===== src/rtl/decode_issue_stage_pkg.sv =====
// Shared encodings for the decode/issue stage: instruction field positions,
// class and condition codes, and flag bit indices.
package decode_issue_stage_pkg;

  localparam int COND_MSB  = 31;
  localparam int COND_LSB  = 28;
  localparam int CLASS_MSB = 27;
  localparam int CLASS_LSB = 26;
  localparam int L_BIT     = 20;
  localparam int RM_LSB    = 0;
  localparam int RD_LSB    = 12;
  localparam int RN_LSB    = 16;

  // Flag register layout is {N,Z,C,V}
  localparam int FLAG_N = 3;
  localparam int FLAG_Z = 2;
  localparam int FLAG_C = 1;
  localparam int FLAG_V = 0;

  typedef enum logic [1:0] {
    CLS_DATA   = 2'b00,
    CLS_MEM    = 2'b01,
    CLS_BRANCH = 2'b10,
    CLS_UNDEF  = 2'b11
  } inst_class_e;

  typedef enum logic [3:0] {
    COND_EQ = 4'd0,  COND_NE = 4'd1,  COND_CS = 4'd2,  COND_CC = 4'd3,
    COND_MI = 4'd4,  COND_PL = 4'd5,  COND_VS = 4'd6,  COND_VC = 4'd7,
    COND_HI = 4'd8,  COND_LS = 4'd9,  COND_GE = 4'd10, COND_LT = 4'd11,
    COND_GT = 4'd12, COND_LE = 4'd13, COND_AL = 4'd14, COND_NV = 4'd15
  } cond_e;

endpackage


===== src/rtl/decode_issue_stage_cond_eval.sv =====
// Combinational condition-code check of a 4-bit cond field against NZCV flags.
module cond_eval
  import decode_issue_stage_pkg::*;
(
  input  logic [3:0] cond,
  input  logic [3:0] flags,
  output logic       pass
);

  logic n, z, c, v;

  assign n = flags[FLAG_N];
  assign z = flags[FLAG_Z];
  assign c = flags[FLAG_C];
  assign v = flags[FLAG_V];

  always_comb begin
    pass = 1'b0;
    case (cond_e'(cond))
      COND_EQ: pass = z;
      COND_NE: pass = ~z;
      COND_CS: pass = c;
      COND_CC: pass = ~c;
      COND_MI: pass = n;
      COND_PL: pass = ~n;
      COND_VS: pass = v;
      COND_VC: pass = ~v;
      COND_HI: pass = c & ~z;
      COND_LS: pass = ~c | z;
      COND_GE: pass = (n == v);
      COND_LT: pass = (n != v);
      COND_GT: pass = ~z & (n == v);
      COND_LE: pass = z | (n != v);
      COND_AL: pass = 1'b1;
      default: pass = 1'b0;
    endcase
  end

endmodule


===== src/rtl/decode_issue_stage.sv =====
// Registered decode/issue stage: decodes one instruction per cycle, evaluates its
// condition against NZCV, and stalls on register hazards tracked by a busy scoreboard.
module decode_issue_stage
  import decode_issue_stage_pkg::*;
#(
  parameter int INST_W      = 32,
  parameter int NUM_REGS    = 16,
  parameter int PC_REG      = 15,
  parameter int FLAG_BYPASS = 1,
  localparam int REG_W      = $clog2(NUM_REGS)
) (
  input  logic              clk,
  input  logic              reset,
  input  logic              in_valid,
  input  logic [INST_W-1:0] in_inst,
  output logic              in_ready,
  output logic              out_valid,
  input  logic              out_ready,
  output logic [INST_W-1:0] out_inst,
  output logic [REG_W-1:0]  out_read_regA,
  output logic [REG_W-1:0]  out_read_regB,
  output logic [REG_W-1:0]  out_write_reg,
  output logic              out_branch,
  output logic              out_data,
  output logic              out_load,
  output logic              out_store,
  output logic              out_write_en,
  output logic              out_exec,
  output logic              out_undef,
  input  logic              flags_we,
  input  logic [3:0]        flags_in,
  input  logic              wb_en,
  input  logic [REG_W-1:0]  wb_reg,
  input  logic              flush,
  output logic [3:0]        flags
);

  // Handshake: a transfer on either side happens on a rising edge where the
  // producer's valid and the consumer's ready are both high; valid never depends on ready.

  logic [NUM_REGS-1:0] busy;
  logic [NUM_REGS-1:0] busy_eff;
  logic [NUM_REGS-1:0] busy_next;

  logic [REG_W-1:0] rm, rn, rd;
  logic [3:0]       eff_flags;
  logic             cond_pass;
  logic             dec_data, dec_load, dec_store, dec_branch, dec_undef, dec_we;
  logic             use_rm, use_rn, use_rd;
  logic             dec_exec, hazard, accept;

  assign rm = in_inst[RM_LSB +: REG_W];
  assign rn = in_inst[RN_LSB +: REG_W];
  assign rd = in_inst[RD_LSB +: REG_W];

  assign eff_flags = (FLAG_BYPASS != 0 && flags_we) ? flags_in : flags;

  cond_eval u_cond_eval (
    .cond  (in_inst[COND_MSB:COND_LSB]),
    .flags (eff_flags),
    .pass  (cond_pass)
  );

  always_comb begin
    dec_data   = 1'b0;
    dec_load   = 1'b0;
    dec_store  = 1'b0;
    dec_branch = 1'b0;
    dec_undef  = 1'b0;
    dec_we     = 1'b0;
    use_rm     = 1'b0;
    use_rn     = 1'b0;
    use_rd     = 1'b0;
    case (inst_class_e'(in_inst[CLASS_MSB:CLASS_LSB]))
      CLS_DATA: begin
        dec_data = 1'b1;
        dec_we   = 1'b1;
        use_rm   = 1'b1;
        use_rn   = 1'b1;
      end
      CLS_MEM: begin
        use_rn = 1'b1;
        if (in_inst[L_BIT]) begin
          dec_load = 1'b1;
          dec_we   = 1'b1;
        end else begin
          dec_store = 1'b1;
          use_rd    = 1'b1;
        end
      end
      CLS_BRANCH: dec_branch = 1'b1;
      default:    dec_undef  = 1'b1;
    endcase
  end

  // Undefined instructions never execute, whatever their condition field says.
  assign dec_exec = cond_pass & ~dec_undef;

  // Writeback clears are visible to this cycle's hazard check.
  always_comb begin
    busy_eff = busy;
    if (wb_en) busy_eff[wb_reg] = 1'b0;
    busy_eff[PC_REG] = 1'b0;
  end

  assign hazard = (use_rm & busy_eff[rm]) |
                  (use_rn & busy_eff[rn]) |
                  ((use_rd | dec_we) & busy_eff[rd]);

  assign in_ready = ~flush & ~hazard & (~out_valid | out_ready);
  assign accept   = in_valid & in_ready;

  // A set from a newly issued writer wins over a same-cycle clear of that register.
  always_comb begin
    busy_next = busy_eff;
    if (flush && out_valid && out_write_en) busy_next[out_write_reg] = 1'b0;
    if (accept && dec_exec && dec_we) busy_next[rd] = 1'b1;
    busy_next[PC_REG] = 1'b0;
  end

  always_ff @(posedge clk) begin
    if (reset) begin
      out_valid     <= 1'b0;
      out_inst      <= '0;
      out_read_regA <= '0;
      out_read_regB <= '0;
      out_write_reg <= '0;
      out_branch    <= 1'b0;
      out_data      <= 1'b0;
      out_load      <= 1'b0;
      out_store     <= 1'b0;
      out_write_en  <= 1'b0;
      out_exec      <= 1'b0;
      out_undef     <= 1'b0;
      flags         <= '0;
      busy          <= '0;
    end else begin
      busy <= busy_next;
      if (flags_we) flags <= flags_in;
      if (flush) begin
        out_valid <= 1'b0;
      end else if (accept) begin
        out_valid     <= 1'b1;
        out_inst      <= in_inst;
        out_read_regA <= rm;
        out_read_regB <= rn;
        out_write_reg <= rd;
        out_branch    <= dec_branch & dec_exec;
        out_data      <= dec_data;
        out_load      <= dec_load & dec_exec;
        out_store     <= dec_store & dec_exec;
        out_write_en  <= dec_we & dec_exec;
        out_exec      <= dec_exec;
        out_undef     <= dec_undef;
      end else if (out_ready) begin
        out_valid <= 1'b0;
      end
    end
  end

endmodule


===== config.mk =====
export PLATFORM = sky130hd
export DESIGN_NAME = decode_issue_stage
export DESIGN_NICKNAME = d
export VERILOG_FILES = /design/src/rtl/decode_issue_stage_pkg.sv /design/src/rtl/decode_issue_stage_cond_eval.sv /design/src/rtl/decode_issue_stage.sv
export SDC_FILE = /design/constraint.sdc
export NUM_CORES = 1
export LEC_CHECK = 0
export CORE_MARGIN = 4
export CORE_UTILIZATION = 48
export DETAILED_ROUTE_END_ITERATION = 8
export PLACE_DENSITY = 0.87
export SYNTH_ARGS = -nofsm -noshare
export SYNTH_HDL_FRONTEND = slang
export SYNTH_SLANG_ARGS = --single-unit

===== constraint.sdc =====
create_clock -name clk -period 3 [get_ports clk]
set_clock_uncertainty 0.2 [all_clocks]
set_input_delay 0.3 -clock clk [delete_from_list [all_inputs] [get_ports clk]]
set_output_delay 0.3 -clock clk [all_outputs]
set_load 0.01 [all_outputs]

---- Word level (Yosys, flattened, before mapping) ----
Cells that the tools add are included.
cells by class
  equal/unequal tests ..................... 18
  shift-type cells ........................ 0
  divide/modulo/power cells ............... 0
  add/subtract/negate cells ............... 0
  order comparisons ....................... 8
  reductions and logical operators ........ 14
  bitwise operators ....................... 31
  $mul .................................... 0
  multiplexer cells ....................... 28
operators with widths
  cell                                                        number
  2-to-1 mux 15 bit                                           3
  bitwise AND 15 bit                                          2
  NOT 15 bit                                                  2
  == test 4 bit, second input constant                        7
  less-than comparator 4 x 5 -> 1 bit, second input constant  5
  == test 4 x 3 -> 1 bit, second input constant               4
  2-to-1 mux 1 bit                                            16
  bitwise OR 15 bit                                           1
  case mux 1 bit (15 select lines)                            1
  bitwise AND 1 bit                                           13
  binary-select mux 1 bit (select 4 bit)                      3
  demux 1 bit (select 4 bit)                                  3
  >= comparator 4 x 1 -> 1 bit, second input constant         3
  == test 4 x 2 -> 1 bit, second input constant               2
  logical AND 1 bit                                           7
  NOT 1 bit                                                   7
  bitwise OR 1 bit                                            6
  == test 4 x 1 -> 1 bit, second input constant               1
  logical NOT 4 bit                                           1
  2-to-1 mux 4 bit                                            1
  OR reduction 2 bit                                          2
  OR reduction 3 bit                                          1
  == test 2 x 1 -> 1 bit, second input constant               1
  == test 2 bit, second input constant                        1
  other kinds (6)                                             6
storage, ports and cells
  ROM bits ................................ 0
  bits in latches ......................... 0
  memories kept ........................... 0
  register bits ........................... 71
  logic and storage cells ................. 113
  RAM bits ................................ 0
  input bits .............................. 47
  output and inout bits ................... 57

---- Longest topological paths before layout ----
Gate-level depths: netlist of run 1.
  depth in word-level cells ............... 19
  gate-level depth with buffers ........... 10
  depth with buffers taken out ............ 7

---- By module ----
A second synthesis of run 1 with hierarchy kept.
unflattened totals
  cells, all modules ...................... 439
  area total of the unflattened synthesis .. 3492.1 µm²
by module, submodules not included
  module              cells an instance  times used  seq. area each (µm²)  area an instance (µm²)
  decode_issue_stage  411                1           1181.1                3298.2
  cond_eval           28                 1           0.0                   193.9

---- Least setup slack after synthesis of run 1 ----
No wires, ideal clock.
  path kind ............................... input-to-output
  start point ............................. input port wb_reg[0]
  end point ............................... output port in_ready
  arrival time ............................ 2.409 ns
  buffers on the path ..................... 2
  cell stages on the path ................. 8
  required time ........................... 2.500 ns
  path slack .............................. 0.091 ns
  path through ............................ or2_1 > clkbuf_1 > o211ai_1 > a2111oi_0 > or4_1 > a211oi_2 > clkbuf_1 > and3_1
on the way
  word-level cells in the longest chain between the ends .. 15
  elaborated cells on any way between the ends .. 22
  classes of those cells .................. order compare: 2; mux: 9; bitwise: 10; reduce/logical: 1
RTL lines
  what                                                                                                              RTL line                                              source
  start, declared                                                                                                   decode_issue_stage.sv:33                              input logic [REG_W-1:0] wb_reg,
  less-than comparator 4 x 5 -> 1 bit (implied by the code) / >= comparator 4 x 1 -> 1 bit (equally long branches)  decode_issue_stage.sv:102                             if (wb_en) busy_eff[wb_reg] = 1'b0;
  logical AND 1 bit (implied by the code)                                                                           decode_issue_stage.sv:102
  2-to-1 mux 1 bit (implied by the code)                                                                            decode_issue_stage.sv:102
  demux 1 bit (select 4 bit) *                                                                                      decode_issue_stage.sv:102
  NOT 15 bit (no source line) *                                                                                     --
  bitwise AND 15 bit (no source line) *                                                                             --
  2-to-1 mux 15 bit *                                                                                               decode_issue_stage.sv:102
  binary-select mux 1 bit (select 4 bit), on equally long branches                                                  decode_issue_stage.sv:106, decode_issue_stage.sv:107
  2-to-1 mux 1 bit, on equally long branches                                                                        decode_issue_stage.sv:106, decode_issue_stage.sv:107
  bitwise AND 1 bit, on equally long branches                                                                       decode_issue_stage.sv:106, decode_issue_stage.sv:107
  bitwise OR 1 bit                                                                                                  decode_issue_stage.sv:106                             assign hazard = (use_rm & busy_eff[rm]) |
  bitwise OR 1 bit *                                                                                                decode_issue_stage.sv:107                             (use_rn & busy_eff[rn]) |
  NOT 1 bit *                                                                                                       decode_issue_stage.sv:110                             assign in_ready = ~flush & ~hazard & (~out_valid | out_ready);
  bitwise AND 1 bit * (2 in series)                                                                                 decode_issue_stage.sv:110
  end, declared                                                                                                     decode_issue_stage.sv:16                              output logic in_ready,
Mark *: on every way between the ends. The rest lies on a longest branch, timed or not. The select of a mux whose other input is x is not followed.

---- Worst setup path in the final report of run 1 ----
  start point ............................. input port wb_reg[3]
  end point ............................... register out_inst[28]
on the way
  word-level cells in the longest chain between the ends .. 17
  elaborated cells on any way between the ends .. 24
  classes of those cells .................. order compare: 2; mux: 9; bitwise: 11; reduce/logical: 2
RTL lines
  what                                                                                                              RTL line                                              source
  less-than comparator 4 x 5 -> 1 bit (implied by the code) / >= comparator 4 x 1 -> 1 bit (equally long branches)  decode_issue_stage.sv:102
  logical AND 1 bit (implied by the code)                                                                           decode_issue_stage.sv:102
  2-to-1 mux 1 bit (implied by the code)                                                                            decode_issue_stage.sv:102
  demux 1 bit (select 4 bit) *                                                                                      decode_issue_stage.sv:102
  NOT 15 bit (no source line) *                                                                                     --
  bitwise AND 15 bit (no source line) *                                                                             --
  2-to-1 mux 15 bit *                                                                                               decode_issue_stage.sv:102
  binary-select mux 1 bit (select 4 bit), on equally long branches                                                  decode_issue_stage.sv:106, decode_issue_stage.sv:107
  2-to-1 mux 1 bit, on equally long branches                                                                        decode_issue_stage.sv:106, decode_issue_stage.sv:107
  bitwise AND 1 bit, on equally long branches                                                                       decode_issue_stage.sv:106, decode_issue_stage.sv:107
  bitwise OR 1 bit                                                                                                  decode_issue_stage.sv:106
  bitwise OR 1 bit *                                                                                                decode_issue_stage.sv:107
  NOT 1 bit *                                                                                                       decode_issue_stage.sv:110
  bitwise AND 1 bit * (2 in series)                                                                                 decode_issue_stage.sv:110
  bitwise AND 1 bit *                                                                                               decode_issue_stage.sv:111                             assign accept = in_valid & in_ready;
  AND reduction 2 bit (no source line) *                                                                            --
  end signal, assigned                                                                                              decode_issue_stage.sv:144                             out_inst <= in_inst;
  end, declared                                                                                                     decode_issue_stage.sv:19                              output logic [INST_W-1:0] out_inst,
Marked as above.
A chain may end at the register's enable or synchronous reset.

==> impl_results.md, run 1 <==
- Status: complete, no violations
- Power density over the cells: 416 mW/mm^2
- Die area: 0.00901 sq mm
- Routed WL: 14200 microns
- Final period util: 0.985
- DRT iter0 DRCs: 377
- Initial Util: 0.497
- Final hold slack: 0.237 ns
- Clk Tree Root Cell: clkbuf_8
- Int Pwr: 1630 uW
- Antenna Cells: 0
- Post-synth top area share: 0.326
- Via density: 6.42
- R2R depth: 8
- Largest net degree at the start of global routing: 36
- Crit Path Max Fanout: 21
- Hold depth: 2
- Residual DRC count: 0
- Post-route insts no fill: 706
- Die height: 94.9 microns
- Top-count cell post-synth: dfxtp_1
- GRT Total Usage: 0.316
- Hold Vio Cnt, Final: 0
- Max Clk Rate: 338 MHz
- Worst-path clk slew: 0.08 ns
- DRT Pass-1 Iters: 5
- Total I/O pin count: 104
- Seq/Total Area, Yosys: 0.326
- P_leak: 0.00198 uW
- Count of cell types in the netlist: 58
- Mean Syn Cell Area: 7.87 sq um
- GR Overflow Total: 0
- Vias in the first global route: 4428
- Slew margin rel.: 0.591
- Peak VDD IR: 275 uV
- Syn Std Cell Area: 0.00363 sq mm
- Kind of critical path: in2reg
- Area contributors post-synth: dfxtp_1, o31ai_1, nand4_1
- CTS H-Tree Depth: 3
- Die Wd: 94.9 microns
- WL/cell: 20.1 microns
- Hold Buf Count CTS: 0
- Core Region: 0.00729 sq mm
- # setup viols final: 0
- Worst min path class: in2reg
- Yosys reg bits: 59
- Max-cap violations: 0
- Setup TNS: 0 ns
- Clk pwr share: 0.408
- CTS sink count: 59
- First-pass GRT wire length: 22500 microns
- Worst-Margin Slew: 0.612 ns
- Synth Warn #: 0
- Post-synthesis cell count: 461
- DP HPWL: 9910 microns
- Antenna violations before repair: 0
- Routed Antenna Nets: 0
- Sequential share of power: 0.367
- Max-slew violation count: 0
- Startpoint Class: input port
- Comb power frac: 0.225
- DP Cell Count: 686
- Crit path DAT: 2.98 ns
- Number of enable flip-flop cells after synthesis: 0
- Clock Path Buffers: 2
- Synth Flop Type: dfxtp_1
- Sw Share: 0.282
- Clk_lat worst skew: 0.35 ns
- Synthesized net count: 508
- Layout cells sized above 1: 0.213
- PortBufs: 103
- Switching Power: 641 uW
- Top post-synthesis cells by count: dfxtp_1, a21oi_1, nand4_1
- CTS Buf Count: 9
- Final Net Count: 649
- Asr flop ratio synth: 0
- Post-synth top area cell: dfxtp_1
- Via count: 4536
- CTS tree: yes
- CP endpoint kind: flop
- Std-Cell Rows: 31
- WP data required: 3.02 ns
- GP Congestion: 0.980
- Area Overhead vs Synth: 50.6%
- Final Critical Period: 2.96 ns
==> power groups by stage <==
stage | clock (uW) | sequential, uW | combinational (uW)
final | 926 | 835 | 511
after global routing | 960 | 837 | 541
after CTS | 927 | 834 | 496
after detailed placement | 0 | 851 | 485
after global placement | 0 | 849 | 476
after floorplan | 0 | 858 | 221
==> cell usage in the layout (no fill, tap or decap), drive strengths merged, types with 2 or more instances in the layout <==
| cell | synthesis | routed |
|---|---|---|
| a311oi | 2 | 2 |
| nand2b | 12 | 12 |
| or2 | 3 | 3 |
| clkbuf | 32 | 10 |
| or3 | 5 | 5 |
| or4 | 2 | 2 |
| o2111ai | 4 | 4 |
| bufinv | 0 | 3 |
| and3 | 3 | 3 |
| mux2 | 7 | 7 |
| o2111a | 2 | 2 |
| nand3 | 6 | 6 |
| buf | 28 | 89 |
| o21ai | 38 | 38 |
| a211o | 3 | 3 |
| nand2 | 27 | 27 |
| a2111oi | 3 | 3 |
| dfxtp | 59 | 59 |
| mux2i | 9 | 9 |
| nand4 | 36 | 36 |
| nor2b | 6 | 6 |
| dlygate4sd2 | 0 | 5 |
| nor3 | 9 | 9 |
| o31ai | 35 | 35 |
| a31oi | 4 | 4 |
| nor3b | 4 | 4 |
| o31a | 2 | 2 |
| nand3b | 3 | 3 |
| nor2 | 25 | 25 |
| and4 | 2 | 2 |
| and3b | 2 | 2 |
| a21oi | 36 | 36 |
| o211ai | 21 | 21 |
| a211oi | 2 | 2 |
| clkdlybuf4s50 | 0 | 96 |
| xor2 | 2 | 2 |
| inv | 10 | 11 |
| o22ai | 3 | 3 |
==> worst max-delay path, cell delays in order <==
cell,delay [ns]
dlygate4sd2_1,0.27
or3b_4,0.45
o21ai_2,0.21
nor2_1,0.06
or4_4,0.50
buf_4,0.17
a311o_1,0.38
buf_4,0.25
o31ai_2,0.26
a21oi_1,0.13
==> sequential cells by signal, indices dropped and copies added, names as in the netlist <==
name	flops
out_load	1
out_store	1
out_write_en	1
busy	15
flags	4
out_exec	1
out_inst	32
out_data	1
out_undef	1
out_branch	1
out_valid	1
==> path summary, 6_finish.rpt <==
kind,to,slack (ns),from
min,out_inst[2],0.24,reset
max,out_inst[28],0.04,wb_reg[3]
max reg2reg,out_inst[28],0.29,out_valid
min reg2reg,out_inst[29],0.27,out_inst[29]
==> layer usage <==
metal	up-vias	GRT usage	wire length (microns)
met1	2165	0.410	5740
li1	2024	-	-
met2	285	0.501	6620
met5	-	0	0
met4	0	0.139	508
met3	62	0.0709	1300
==> per-stage QoR <==
step / area, sq um / util / power (uW) / worst slack [ns]
after detailed placement: 5140 / 0.705 / 1340 / -0.540
after global placement: 5140 / 0.705 / 1330 / -0.504
after floorplan: 3630 / - / 1080 / 0.0911
after CTS: 5440 / 0.747 / 2260 / 0.0137
final: 5460 / 0.749 / 2270 / 0.0448
after global routing: 5460 / 0.749 / 2340 / -0.0134
==> final cells by class <==
type,count,area (sq um)
Timing Repair Buffer,190,1700
Multi-Input combinational cell,332,2170
Clock inverter,6,111
Sequential cell,59,1180
Clock buffer,10,138
Inverter,10,37.5
Fill cell,535,1830
Tap cell,99,124
==> cell families after synthesis <==
group | count (synthesis) | share of synthesized area
compound gates | 163 | 0.302
simple gates | 151 | 0.233
buf+inv | 70 | 0.0880
flops | 59 | 0.326
mux | 16 | 0.0466
xor+xnor | 2 | 0.00483
==> what timing repair did <==
item | CTS | global route
pin swaps | 4 | 2
gates resized for setup | 17 | 9
setup buffers | 4 | 0
setup endpoints to repair | 55 | 16
(Power assumes the default switching activity.)
==> run 2, diff against run 1 <==
- PLACE_DENSITY: 0.87 -> 0.81
- SYNTH_HIERARCHICAL: not set -> 1
==> run 2 against run 1 <==
Total power decreased by 11%. Synthesized cell count shrank 4.8%. Clock power shrank 28%. Register-to-register slack better by 0.02 ns. Utilization grew 2.5 points. First-iteration DRC count fell by 25%. Combinational power increased by 1%. Sequential power is essentially flat. Sequential share of layout area rose by 0.34 points. Area after synthesis is 3.7% lower. Critical path type is now in2out.
==> impl_results.md, run 2 <==
- Status: complete, no violations
- Routed WL: 13100 microns (-7.4%)
- Clk Tree Root Cell: clkbuf_8
- Finished Core Util: 0.774 (+0.0254)
- Biggest register: out_inst
- Hold depth: 5 (+3)
- Die height: 93.3 microns (-1.7%)
- Number of flip-flops in the largest register: 32 (unchanged)
- Synth Warn #: 6 (+6)
- PortBufs: 103 (unchanged)
- Area contributors post-synth: dfxtp_1, a21oi_1, nand3_1
- # setup viols final: 0 (unchanged)
- Final Net Count: 641 (-1.2%)
- Initial Util: 0.503 (+0.00563)
- Core Region: 0.00694 sq mm (-4.8%)
- Synth Flop Type: dfxtp_1
- Worst min path class: in2reg
- Post-synthesis cell count: 439 (-4.8%)
- Layout cells sized above 1: 0.220 (+0.00785)
- DRT Pass-1 Iters: 5 (unchanged)
- Area Overhead vs Synth: 54.0%
- Clock Path Buffers: 2 (unchanged)
- FF-to-FF Start: flags[3]
- Number of enable flip-flop cells after synthesis: 0 (unchanged)
- Final period util: 0.998 (+0.0127)
- Power density over the cells: 376 mW/mm^2 (-9.7%)
- Die area: 0.00870 sq mm (-3.4%)
- Startpoint Class: input port
- Worst-path clk slew: 0.07 ns (about the same)
- CTS sink count: 59 (unchanged)
- Crit Path Max Fanout: 6 (-71%)
- Setup TNS: 0 ns (unchanged)
- WL/cell: 18.9 microns (-6.0%)
- Slew margin rel.: 0.601 (+0.0106)
- GRT Total Usage: 0.297 (-0.0192)
- Hold Buf Count CTS: 0 (unchanged)
- Syn Std Cell Area: 0.00349 sq mm (-3.7%)
- Hold-critical path endpoint: out_load
- Final WS setup: 0.00661 ns (-0.0382 ns)
- Residual DRC count: 0 (unchanged)
- Top post-synthesis cells by count: dfxtp_1, a21oi_1, nand3_1
- Asr flop ratio synth: 0 (unchanged)
- Commonest non-fill, non-tap cells in the layout: clkdlybuf4s50_1, buf_4, dfxtp_1, nand3_1, a21oi_1
- Clk_lat worst skew: 0.34 ns (about the same)
- Commonest non-fill, non-tap cell in the layout: clkdlybuf4s50_1
- Kind of critical path: in2out
- Hold Vio Cnt, Final: 0 (unchanged)
- Seq/Total Area, Yosys: 0.338 (+0.0125)
- Count of cell types in the netlist: 52 (-10%)
- CTS Buf Count: 9 (unchanged)
- Top-count cell post-synth: dfxtp_1
- Post-synth top area share: 0.338 (+0.0125)
- Largest net degree at the start of global routing: 60 (+67%)
- DRT iter0 DRCs: 282 (-25%)
- HP Start: reset
- Vias in the first global route: 3905 (-12%)
- R2R depth: 11 (+3)
- Peak VDD IR: 277 uV (+0.65%)
- Via count: 4162 (-8.2%)
- Routed Antenna Nets: 0 (unchanged)
- Final Critical Period: 2.99 ns (+0.0382 ns)
- Synthesized net count: 486 (-4.3%)
- Std-Cell Rows: 30 (-3.2%)
- DP HPWL: 9630 microns (-2.9%)
- Via density: 5.99 (-6.8%)
- Mean Syn Cell Area: 7.95 sq um (+1.1%)
- GP Congestion: 0.914 (-6.7%)
- Worst-Margin Slew: 0.598 ns (-0.0136 ns)
- Antenna violations before repair: 0 (unchanged)
- WP data required: 2.50 ns (-0.52 ns)
- Max Clk Rate: 334 MHz (-1.3%)
- Total I/O pin count: 104 (unchanged)
- CTS tree: yes
- CTS H-Tree Depth: 3 (unchanged)
- CP endpoint kind: output port
- Yosys reg bits: 59 (unchanged)
- GR Overflow Total: 0 (unchanged)
- Antenna Cells: 0 (unchanged)
- Die Wd: 93.3 microns (-1.7%)
- First-pass GRT wire length: 20300 microns (-9.6%)
- R2r setup slk: 0.31 ns (+0.02 ns)
- Top Registers: out_inst x32, busy x15, flags x4
- Reg-to-Reg End: busy[11]
- Pre-CTS WS: -0.421 ns (+0.120 ns)
- Max-slew violation count: 0 (unchanged)
- P_leak: 0.00209 uW (+5.1%)
- Max-cap violations: 0 (unchanged)
- Post-synth top area cell: dfxtp_1
- Crit path DAT: 2.49 ns (-0.49 ns)
run 2: changes by cell type in the layout (fill, tap and decap cells not counted), sizes merged, moves of 14 or more:
cell,delta
nand3,+36
nand2,-16
o21ai,+15
nand4,-31
nor3,+25
o31ai,-34
a21o,+14
run 2: layout make-up:
| class | instances | area [sq um] |
|---|---|---|
| clock buffers | 11 | 141 |
| clock inverters | 5 | 37.5 |
| fillers | 493 | 1570 |
| inverters | 10 | 37.5 |
| multi-input cells | 325 | 2110 |
| flip-flops and latches | 59 | 1180 |
| well taps | 96 | 120 |
| repair buffers | 189 | 1750 |
run 2: what timing repair did:
item,4_1_cts,5_1_grt
endpoints found under the setup margin,7,55
pin swaps,1,6
setup buffers,3,7
gates resized for setup,13,23
run 2: worst max path at each step:
stage / from / end / slack [ns] / cells past startpoint
floorplan: flags_we / busy[12] / 0.27 / 11
global placement: wb_reg[2] / in_ready / -0.38 / 9
detailed placement: wb_reg[2] / out_inst[2] / -0.42 / 10
CTS: wb_en / in_ready / -0.02 / 8
global route: wb_en / in_ready / -0.06 / 10
finish: wb_en / in_ready / 0.007 / 10
run 2: per-layer routing:
layer | vias up | track usage | wire, microns
met2 | 231 | 0.505 | 6560
met5 | - | 0 | 0
met4 | 0 | 0.115 | 392
li1 | 1938 | - | -
met3 | 34 | 0.0539 | 1170
met1 | 1959 | 0.371 | 5000
run 2: power by group:
group | internal [uW] | total [uW] | switching (uW)
clock | 325 | 671 | 346
combinational | 260 | 517 | 257
sequential | 811 | 833 | 22.1
run 2: cells by family (layout without fill, tap and decap cells):
kind of cell,after synthesis,count (layout),share of synthesized area
flip-flops,59,59,0.338
AO/OA/AOI/OAI,153,153,0.276
XOR/XNOR,2,2,0.00717
AND/OR/NAND/NOR,155,155,0.241
multiplexers,15,15,0.0530
buffers and inverters,55,215,0.0849
run 2: worst max-delay path: stages:
cell and delay [ns]:
clkdlybuf4s50_1 0.51, nand3b_1 0.24, buf_4 0.22, o21ai_1 0.26
mux2i_1 0.17, o311ai_4 0.25, buf_4 0.17, nor4_4 0.03
nor2_2 0.17, clkbuf_2 0.16
run 2: metrics by stage:
step | area (sq um) | total power, uW | hold WS [ns] | cells
finish | 5380 | 2020 | 0.256 | 695
global route | 5380 | 2110 | 0.274 | 695
global placement | 4990 | 1310 | 0.260 | 669
detailed placement | 4990 | 1320 | 0.271 | 669
CTS | 5240 | 1990 | 0.245 | 688
floorplan | 3490 | 1070 | 0.179 | 439
==> run 3, diff against run 2 <==
- CORE_UTILIZATION: 48 -> 50
- DONT_BUFFER_PORTS: not set -> 1
- PLACE_DENSITY: 0.81 -> not set
==> run 3 against run 2 <==
Final cell count down 20%. Register-to-register slack better by 0.02 ns. Setup slack better by 0.21 ns. Combinational power down 44%. Maximum frequency up 7.7%.
==> impl_results.md, run 3 (synthesized netlist as in run 2, its figures left out) <==
- Status: complete, no violations
- DRT iter0 DRCs: 288 (+2.1%)
- Final WS setup: 0.220 ns (+0.214 ns)
- CTS sink count: 59 (unchanged)
- WL/cell: 19.8 microns (+5.1%)
- Hold depth: 3 (-2)
- Peak VDD IR: 258 uV (-6.8%)
- CP endpoint kind: output port
- Hold Vio Cnt, Final: 0 (unchanged)
- Worst-path clk slew: 0.07 ns (about the same)
- GP Congestion: 0.919 (+0.52%)
- Commonest non-fill, non-tap cell in the layout: dfxtp_1
- Power density over the cells: 481 mW/mm^2 (+28%)
- Final period util: 0.927 (-0.0712)
- Reg-to-Reg End: busy[0]
- Switching Power: 538 uW (-14%)
- Initial Util: 0.514 (+0.0111)
- Antenna violations before repair: 0 (unchanged)
- Max Clk Rate: 360 MHz (+7.7%)
- Sequential share of power: 0.437 (+0.025)
- Residual DRC count: 0 (unchanged)
- Final Net Count: 501 (-22%)
- Kind of critical path: in2out
- Via density: 6.36 (+6.3%)
- Commonest non-fill, non-tap cells in the layout: dfxtp_1, nand3_1, a21oi_1, o21ai_1, nor3_1
- FF-to-FF Start: flags[3]
- Hold Buf Count CTS: 34 (+34)
- Int Pwr: 1420 uW (+1.5%)
- Slowest cell on crit path: dlygate4sd3_1
- Setup TNS: 0 ns (unchanged)
- CTS tree: yes
- Core Region: 0.00679 sq mm (-2.2%)
- PostCTS Resize Cnt: 0 (-13)
- Clk Tree Root Cell: clkbuf_8
- WP data required: 2.50 ns (about the same)
- CP dominant cell by count: nor2_1
- Kind of cell adding the most delay to the critical path: buffers and inverters
- R2r setup slk: 0.33 ns (+0.02 ns)
- Total I/O pin count: 104 (unchanged)
- RSZ-0062 raised after global routing: false
- Top Registers: out_inst x32, busy x15, flags x4
- Biggest register: out_inst
- Slew margin rel.: 0.608 (+0.00700)
- CTS Buf Count: 9 (unchanged)
- DP HPWL: 7470 microns (-22%)
- First-pass GRT wire length: 17500 microns (-14%)
- Startpoint Class: input port
- Bufs and invs on worst path: 2 (-2)
- Via count: 3525 (-15%)
- Vias in the first global route: 3319 (-15%)
- Clk pwr share: 0.416 (+0.084)
- Number of flip-flops in the largest register: 32 (unchanged)
- Crit Path Max Fanout: 12 (+6)
- Pre-CTS WS: 0.102 ns (+0.523 ns)
- Largest net degree at the start of global routing: 60 (unchanged)
- Hold-critical path endpoint: out_store
- Clk_lat worst skew: 0.35 ns (about the same)
- Antenna Cells: 0 (unchanged)
- Sw Share: 0.275 (-0.0340)
- PortBufs: 0 (-100%)
- Worst-Margin Slew: 0.586 ns (-0.0125 ns)
- Die height: 91.6 microns (-1.8%)
- GR Overflow Total: 0 (unchanged)
- Final hold slack: 0.0180 ns (-0.238 ns)
- HP Start: in_inst[26]
- Post-CTS Setup Inserts: 0 (-3)
- Crit path largest cell delay: 0.69 ns (+0.18 ns)
- GRT Total Usage: 0.263 (-0.0338)
- Max-slew violation count: 0 (unchanged)
- Layout cells sized above 1: 0.105 (-0.116)
- Std-Cell Rows: 30 (unchanged)
- R2R depth: 11 (unchanged)
- Crit path DAT: 2.28 ns (-0.21 ns)
- Comb power frac: 0.147 (-0.109)
- Final Critical Period: 2.78 ns (-0.214 ns)
- Max-cap violations: 0 (unchanged)
- Routed Antenna Nets: 0 (unchanged)
- DRT Pass-1 Iters: 5 (unchanged)
- Clock Path Buffers: 2 (unchanged)
- Area Overhead vs Synth: 16.4%
- CP Cell Sequence: dlygate4sd3_1 > nor2_1 > nand3_1 > a21oi_1 > a2111oi_2 > nand4_1 > buf_4 > nor2_1
- CTS H-Tree Depth: 3 (unchanged)
- Die area: 0.00839 sq mm (-3.7%)
- P_leak: 0.00146 uW (-30%)
- Worst min path class: in2reg
- Routed WL: 11000 microns (-16%)
- # setup viols final: 0 (unchanged)
- Die Wd: 91.6 microns (-1.8%)
[run 3: changes by cell type in the layout (fill, tap and decap cells not counted), moves of 2 or more]
cell             change
o21ai_0              +4
buf_4               -66
bufinv_16            +2
nand2b_1             +2
nand2b_4             -2
buf_6                -2
dlygate4sd3_1       +33
clkdlybuf4s50_1     -96
buf_12               -3
o21ai_2              -5
dlymetal6s2s_1       -5
[run 3: how the worst max path moves through the flow]
stage	cells after the start	slack [ns]	start	to
floorplan	11	0.27	flags_we	busy[12]
global placement	8	0.18	wb_en	out_inst[3]
detailed placement	8	0.10	wb_en	out_inst[0]
CTS	8	0.26	in_inst[26]	in_ready
global route	8	0.15	in_inst[27]	in_ready
finish	8	0.22	in_inst[27]	in_ready
[run 3: routing by layer]
layer / vias up / track usage / wire length, microns
met3: 20 / 0.0704 / 989
met2: 164 / 0.410 / 5070
met4: 0 / 0.116 / 271
li1: 1669 / - / -
met1: 1672 / 0.339 / 4670
met5: - / 0 / 0
[run 3: layout make-up]
class	instances	area, sq um
clock buffers	10	138
clock inverters	5	77.6
fillers	635	2730
inverters	10	37.5
multi-input cells	325	2010
flip-flops and latches	59	1180
well taps	96	120
repair buffers	49	495
[run 3: power groups by stage]
stage	Combinational [uW]	Clock [uW]	Sequential (uW)
detailed placement	226	0	872
global route	312	873	857
global placement	224	0	872
finish	287	813	854
CTS	283	823	854
floorplan	211	0	857
[run 3: worst min-delay path, cell delays in order]
cell and delay [ns]:
inv_1 0.05, or4_1 0.10, mux2i_1 0.06
[run 3: through the flow]
| step | power [uW] | cell area, sq um | utilization | instances |
|---|---|---|---|---|
| finish | 1950 | 4060 | 0.598 | 554 |
| global route | 2040 | 4060 | 0.598 | 554 |
| global placement | 1100 | 3490 | 0.514 | 505 |
| detailed placement | 1100 | 3490 | 0.514 | 505 |
| CTS | 1960 | 4060 | 0.598 | 554 |
| floorplan | 1070 | 3490 | - | 439 |
